$ cat config.mk
export PLATFORM = sky130hd
export DESIGN_NAME = tx_gearbox_66_32_flat
export DESIGN_NICKNAME = d
export VERILOG_FILES = /design/src/rtl/code_defs_pkg.sv /design/src/rtl/tx_gearbox_66_32_if.sv /design/src/rtl/tx_gearbox_66_32_seq_ctr.sv /design/src/rtl/tx_gearbox_66_32.sv /design/src/flat_wrapper.sv
export SDC_FILE = /design/constraint.sdc
export NUM_CORES = 1
export LEC_CHECK = 0
export ABC_AREA = 1
export CAP_MARGIN = 15
export CORE_ASPECT_RATIO = 0.5
export CORE_MARGIN = 2
export CORE_UTILIZATION = 50
export DETAILED_ROUTE_END_ITERATION = 8
export PLACE_DENSITY = 0.77
export SYNTH_ARGS = -nofsm -noshare
export SYNTH_HDL_FRONTEND = slang
export SYNTH_SLANG_ARGS = --single-unit
$ cat constraint.sdc
create_clock -name i_txc -period 1.8 [get_ports i_txc]
set_input_delay 0.36 -clock i_txc [delete_from_list [all_inputs] [get_ports i_txc]]
set_output_delay 0.36 -clock i_txc [all_outputs]
set_load 0.03 [all_outputs]
$ cat src/rtl/code_defs_pkg.sv
// Shared 64b/66b code constants and gearbox timing constants.
package code_defs_pkg;
  localparam logic [1:0] SYNC_DATA = 2'b01;
  localparam logic [1:0] SYNC_CTL  = 2'b10;

  localparam int GEARBOX_SEQ_MAX = 32;
  localparam int GEARBOX_PERIOD  = GEARBOX_SEQ_MAX + 1;
endpackage

$ cat src/rtl/tx_gearbox_66_32_if.sv
// Upstream block stream plus the packed word heading to the transceiver.
interface tx_gearbox_66_32_if;
  logic        init_done;
  logic [31:0] txd;
  logic [1:0]  tx_header;
  logic        tx_pause;
  logic [31:0] tx_word;

  modport master (output init_done, txd, tx_header, input tx_pause, tx_word);
  modport slave  (input init_done, txd, tx_header, output tx_pause, tx_word);
endinterface

$ cat src/rtl/tx_gearbox_66_32_seq_ctr.sv
// 0..SEQ_MAX sequence counter with pause decode; shared between TX and RX gearboxes.
module gearbox_seq_ctr #(
  parameter int SEQ_MAX = 32
) (
  input  logic       clk_i,
  input  logic       rst_i,
  input  logic       en_i,
  output logic [5:0] seq_o,
  output logic       pause_o
);
  localparam logic [5:0] SEQ_LAST = 6'(SEQ_MAX);

  logic [5:0] seq_q, seq_d;

  always_comb begin
    seq_d = seq_q + 6'd1;
    if (!en_i || seq_q == SEQ_LAST) seq_d = '0;
  end

  always_ff @(posedge clk_i) begin
    if (rst_i) seq_q <= '0;
    else       seq_q <= seq_d;
  end

  assign seq_o   = seq_q;
  assign pause_o = rst_i | ~en_i | (seq_q == SEQ_LAST);
endmodule

$ cat src/rtl/tx_gearbox_66_32.sv
// 66b -> 32b TX gearbox: packs header+payload LSB-first, pausing upstream once per period.
// Define GEARBOX_DEBUG_EN for seq/fill debug ports and fill-sequence assertions.
module tx_gearbox_66_32
  import code_defs_pkg::*;
#(
  parameter int DATA_WIDTH = 32,
  parameter int SEQ_MAX    = GEARBOX_SEQ_MAX
) (
  input  logic                i_txc,
  input  logic                i_reset,
  tx_gearbox_66_32_if.slave   gb
`ifdef GEARBOX_DEBUG_EN
  ,
  output logic [5:0]          o_dbg_seq,
  output logic [5:0]          o_dbg_fill
`endif
);
  localparam logic [5:0] SEQ_LAST = 6'(SEQ_MAX);

  if (DATA_WIDTH != 32) begin : g_bad_width
    $error("tx_gearbox_66_32: only DATA_WIDTH = 32 is supported");
  end

  logic [5:0]  seq;
  logic        pause;
  logic        accept;
  logic [63:0] buf_q, buf_d;
  logic [5:0]  fill_q, fill_d;
  logic [31:0] txd_q, txd_d;
  logic [33:0] app;
  logic [5:0]  app_len;
  logic [65:0] cat;

  gearbox_seq_ctr #(.SEQ_MAX(SEQ_MAX)) u_seq (
    .clk_i  (i_txc),
    .rst_i  (i_reset),
    .en_i   (gb.init_done),
    .seq_o  (seq),
    .pause_o(pause)
  );

  assign accept = ~i_reset & gb.init_done & (seq != SEQ_LAST);

  // Even slots carry the header in front of the low half; at SEQ_LAST only the leftover drains.
  always_comb begin
    app     = '0;
    app_len = 6'd0;
    if (accept) begin
      if (!seq[0]) begin
        app     = {gb.txd, gb.tx_header};
        app_len = 6'd34;
      end else begin
        app     = {2'b00, gb.txd};
        app_len = 6'd32;
      end
    end
    cat    = ({32'b0, app} << fill_q) | {2'b00, buf_q};
    txd_d  = cat[31:0];
    buf_d  = {30'b0, cat[65:32]};
    fill_d = fill_q + app_len - 6'd32;
  end

  always_ff @(posedge i_txc) begin
    if (i_reset || !gb.init_done) begin
      buf_q  <= '0;
      fill_q <= '0;
      txd_q  <= '0;
    end else begin
      buf_q  <= buf_d;
      fill_q <= fill_d;
      txd_q  <= txd_d;
    end
  end

  assign gb.tx_word  = txd_q;
  assign gb.tx_pause = pause;

`ifdef GEARBOX_DEBUG_EN
  assign o_dbg_seq  = seq;
  assign o_dbg_fill = fill_q;

  a_fill_max: assert property (@(posedge i_txc) disable iff (i_reset) fill_q <= 6'd32);
  a_fill_seq: assert property (@(posedge i_txc) disable iff (i_reset)
    (seq == SEQ_LAST) ? (fill_q == 6'd32) :
    (seq[0] ? (fill_q == seq + 6'd1) : (fill_q == seq)));
`endif
endmodule
$ cat src/flat_wrapper.sv
// flat-port wrapper written by rule: the top's interface ports become plain ports
module tx_gearbox_66_32_flat import code_defs_pkg::*;
#(
  parameter int DATA_WIDTH = 32,
  parameter int SEQ_MAX    = GEARBOX_SEQ_MAX
)
  (i_txc, i_reset, gb_init_done, gb_txd, gb_tx_header, gb_tx_pause, gb_tx_word);
  tx_gearbox_66_32_if gb_i ();
  input  logic i_txc;
  input  logic i_reset;
  input wire logic [$bits(gb_i.init_done)-1:0] gb_init_done;
  input wire logic [$bits(gb_i.txd)-1:0] gb_txd;
  input wire logic [$bits(gb_i.tx_header)-1:0] gb_tx_header;
  output wire logic [$bits(gb_i.tx_pause)-1:0] gb_tx_pause;
  output wire logic [$bits(gb_i.tx_word)-1:0] gb_tx_word;
  assign gb_i.init_done = gb_init_done;
  assign gb_i.txd = gb_txd;
  assign gb_i.tx_header = gb_tx_header;
  assign gb_tx_pause = gb_i.tx_pause;
  assign gb_tx_word = gb_i.tx_word;
  tx_gearbox_66_32 #(.DATA_WIDTH(DATA_WIDTH), .SEQ_MAX(SEQ_MAX)) u_core (.i_txc(i_txc), .i_reset(i_reset), .gb(gb_i));
endmodule
==> metrics.cfg <==
[outcome]
status = finished with violations
violations = setup timing

[place]
dp.cells = 961
gp_congestion = 1.03
place.port_buffers = 69
hpwlAfterDp_um = 13400

[worst_setup_path]
worstSetupPathType = reg -> reg
regToRegStartpoint = u_core.u_seq.seq_o[0]$_SDFF_PP0_
r2r-end = u_core.gb.tx_word[31]$_SDFF_PP0_
slowest_delay_ns = 0.37
cp-start-kind = register
crit_arrival_ns = 2.23
cp_common_cell = nand3_2
regToRegSetupSlack_ns = -0.16
critical-path-slowest-cell = dfxtp_4
ff2ff_path_depth = 9
required_ns = 2.07
crit_fanout = 32
cp_cell_sequence = inv_4 > buf_12 > o21ai_1 > nand4_1 > nand3_2 > nand3_2 > nand3_2 > nand3_2 > a21oi_2
end_kind = register

[power]
combPwrFrac = 0.173
p_int_mw = 2.96
swShare = 0.299
leakage_nw = 2.97
peakVddDrop_v = 0.000529
pwr-share-seq = 0.409
power_mw = 4.23
powerDensity_nw_per_um2 = 582
p_switching_mw = 1.26
pwr-share-clk = 0.418

[logic_synthesis]
syn-num-nets = 820
synth_area_leader_cell = dfxtp_1
avgSynthCellArea_um2 = 6.36
ys_top_cells_by_area = dfxtp_1 (31%), nand3_1 (22%), nand2_1 (11%), nand4_1 (8.1%), inv_1 (4.3%)
ys_async_sr_fraction = 0
ys_warn_count = 0
ys_seq_elements = 77
synth_edf_count = 0
synth_area_um2 = 4950
synth_largest_type_area_fraction = 0.312
synth_flop_cell = dfxtp_1
syn_inst = 778
synth.distinct_cells = 32
seq_area_frac_synth = 0.312

[floorplanning]
rows = 25
die_y_um = 74.3
design.core.area_um2 = 9540
dieWidth_um = 145
die-area_um2 = 10800
initial_core_util = 0.519
io_pins = 70

[sta]
setup_ws_ns = -0.158
tns_ns = -4.69
hold_violations = 0
rsz0062_at_grt = true
worst_pin_slew_ns = 0.841
finalCritPeriodShare = 1.09
skew_ns = 0.00887
clock.fmax_ghz = 0.511
maxSlewViolCount = 0
final.min_clock_period_ns = 1.96
setup_viol_count_final = 61
max-slew-margin-rel = 0.439

[cells_and_area]
area_delta_synth_final_pct = 46.8
final_nets = 892
layout_common_cells = nand2_1 (135), nand3_1 (115), nand3_2 (97)
multi_input_area_um2 = 3640
fillers = 734
drive_gt1_frac = 0.274
antenna_cells = 0
layout_commonest_cell = nand2_1
regArea_um2 = 1550
fin_cells = 990

[detailed_routing]
dr.pass1.iters = 9
wl_per_cell_um = 20.1
via_per_inst = 6.19
drt_wl_total_um = 19900
dr_total_vias = 6127
ant_nets = 0
remaining_drc_errors = 0
dr.first_iter.drc_count = 990

[grt]
grt_pass1_vias = 5322
grt_overflow = 0
grt_max_degree = 53
antenna_found_initial = 0
grt_first_pass_wirelength_um = 28900
gr-usage-all-layers = 0.363

[hold_path]
hold_depth = 2
hold_class = reg -> reg
hold_end = u_core.gb.tx_word[12]$_SDFF_PP0_
worstHoldStart = u_core.buf_q[12]$_SDFF_PP0_

[cts]
path_clk_slew_ns = 0.07
cts_buffers = 9
htree_levels = 3
clock-root-buffer = clkbuf_16
worstSkewPairLatency_ns = 0.34
cts_max_path_buffers = 2
cts.sinks = 77
cts_tree = yes

[job]
max_cap_viol_count = 0

power by group through the flow:
stage          sequential (mW)  clock (mW)  combinational, mW
2_1_floorplan             1.80           0              0.316
3_3_place_gp              1.77           0              0.599
3_5_place_dp              1.77           0              0.605
4_1_cts                   1.73        1.77              0.657
5_1_grt                   1.73        1.84              0.776
6_report                  1.73        1.77              0.729
cells in the mapped netlist, drive strengths merged, types with 3 or more instances:
| cell | instances |
|---|---|
| inv | 60 |
| o21a | 4 |
| o211ai | 5 |
| nand2 | 147 |
| clkinv | 3 |
| clkbuf | 19 |
| a21oi | 31 |
| nor2 | 41 |
| buf | 45 |
| o21ai | 45 |
| nand3 | 221 |
| nand4 | 65 |
| xor2 | 3 |
| ha | 5 |
| dfxtp | 77 |
routing by layer:
layer / global-route usage / vias up / share of wire
li1: - / 2827 / -
met1: 0.507 / 2807 / 0.42
met2: 0.530 / 446 / 0.42
met3: 0.141 / 47 / 0.15
met4: 0.0885 / 0 / 0.017
met5: 0 / - / 0
worst max-delay path: cells and delay by family, from the launching register on:
| kind | cells | cell delay [ns] |
|---|---|---|
| buf+inv | 2 | 0.20 |
| flops | 1 | 0.37 |
| compound gates | 2 | 0.47 |
| simple gates | 5 | 0.84 |
area by class of cell:
type | count | share of cell area
Multi-Input combinational cell | 574 | 0.502
Sequential cell | 77 | 0.213
Timing Repair Buffer | 125 | 0.190
Inverter | 63 | 0.0329
Clock buffer | 9 | 0.0310
Tap cell | 135 | 0.0233
Clock inverter | 7 | 0.00810
cell families after synthesis:
logic type / count (synthesis) / share of synthesized area
simple gates: 479 / 0.460
compound gates: 86 / 0.0926
buf+inv: 127 / 0.116
flops: 77 / 0.312
xor+xnor: 4 / 0.00708
fa+ha+maj: 5 / 0.0126
how the worst max path moves through the flow:
| stage | slack [ns] | cells past startpoint | end | start |
|---|---|---|---|---|
| after floorplan | -0.05 | 12 | u_core.fill_q[5]$_SDFF_PP0_ | u_core.u_seq.seq_o[0]$_SDFF_PP0_ |
| after global placement | -0.43 | 12 | u_core.fill_q[5]$_SDFF_PP0_ | gb_init_done |
| after detailed placement | -0.48 | 12 | u_core.fill_q[5]$_SDFF_PP0_ | gb_init_done |
| after CTS | -0.07 | 12 | u_core.fill_q[4]$_SDFF_PP0_ | u_core.u_seq.seq_o[0]$_SDFF_PP0_ |
| after global routing | -0.21 | 12 | u_core.gb.tx_word[11]$_SDFF_PP0_ | u_core.u_seq.seq_o[0]$_SDFF_PP0_ |
| final | -0.16 | 9 | u_core.gb.tx_word[31]$_SDFF_PP0_ | u_core.u_seq.seq_o[0]$_SDFF_PP0_ |
registers in the layout (all words and copies together) (netlist names):
register / cells
u_core.u_seq.seq_o: 6
u_core.gb.tx_word: 32
u_core.fill_q: 5
u_core.buf_q: 34
stage by stage:
stage / area (µm²) / util / setup WS [ns] / hold slack (ns)
2_1_floorplan: 4990 / - / -0.0496 / 0.413
3_3_place_gp: 5970 / 0.626 / -0.430 / 0.418
6_report: 7260 / 0.761 / -0.158 / 0.425
4_1_cts: 6860 / 0.719 / -0.0666 / 0.429
3_5_place_dp: 5970 / 0.626 / -0.475 / 0.422
5_1_grt: 7260 / 0.761 / -0.211 / 0.449
repair_timing:
action,CTS,global route
endpoints found under the hold margin,0,0
setup endpoints to repair,55,70
buffers inserted,7,1
hold buffers,0,0
gates cloned,3,2
pin swaps,31,46
gates resized for setup,108,83
Note: power is estimated with default switching activity, not from simulation.
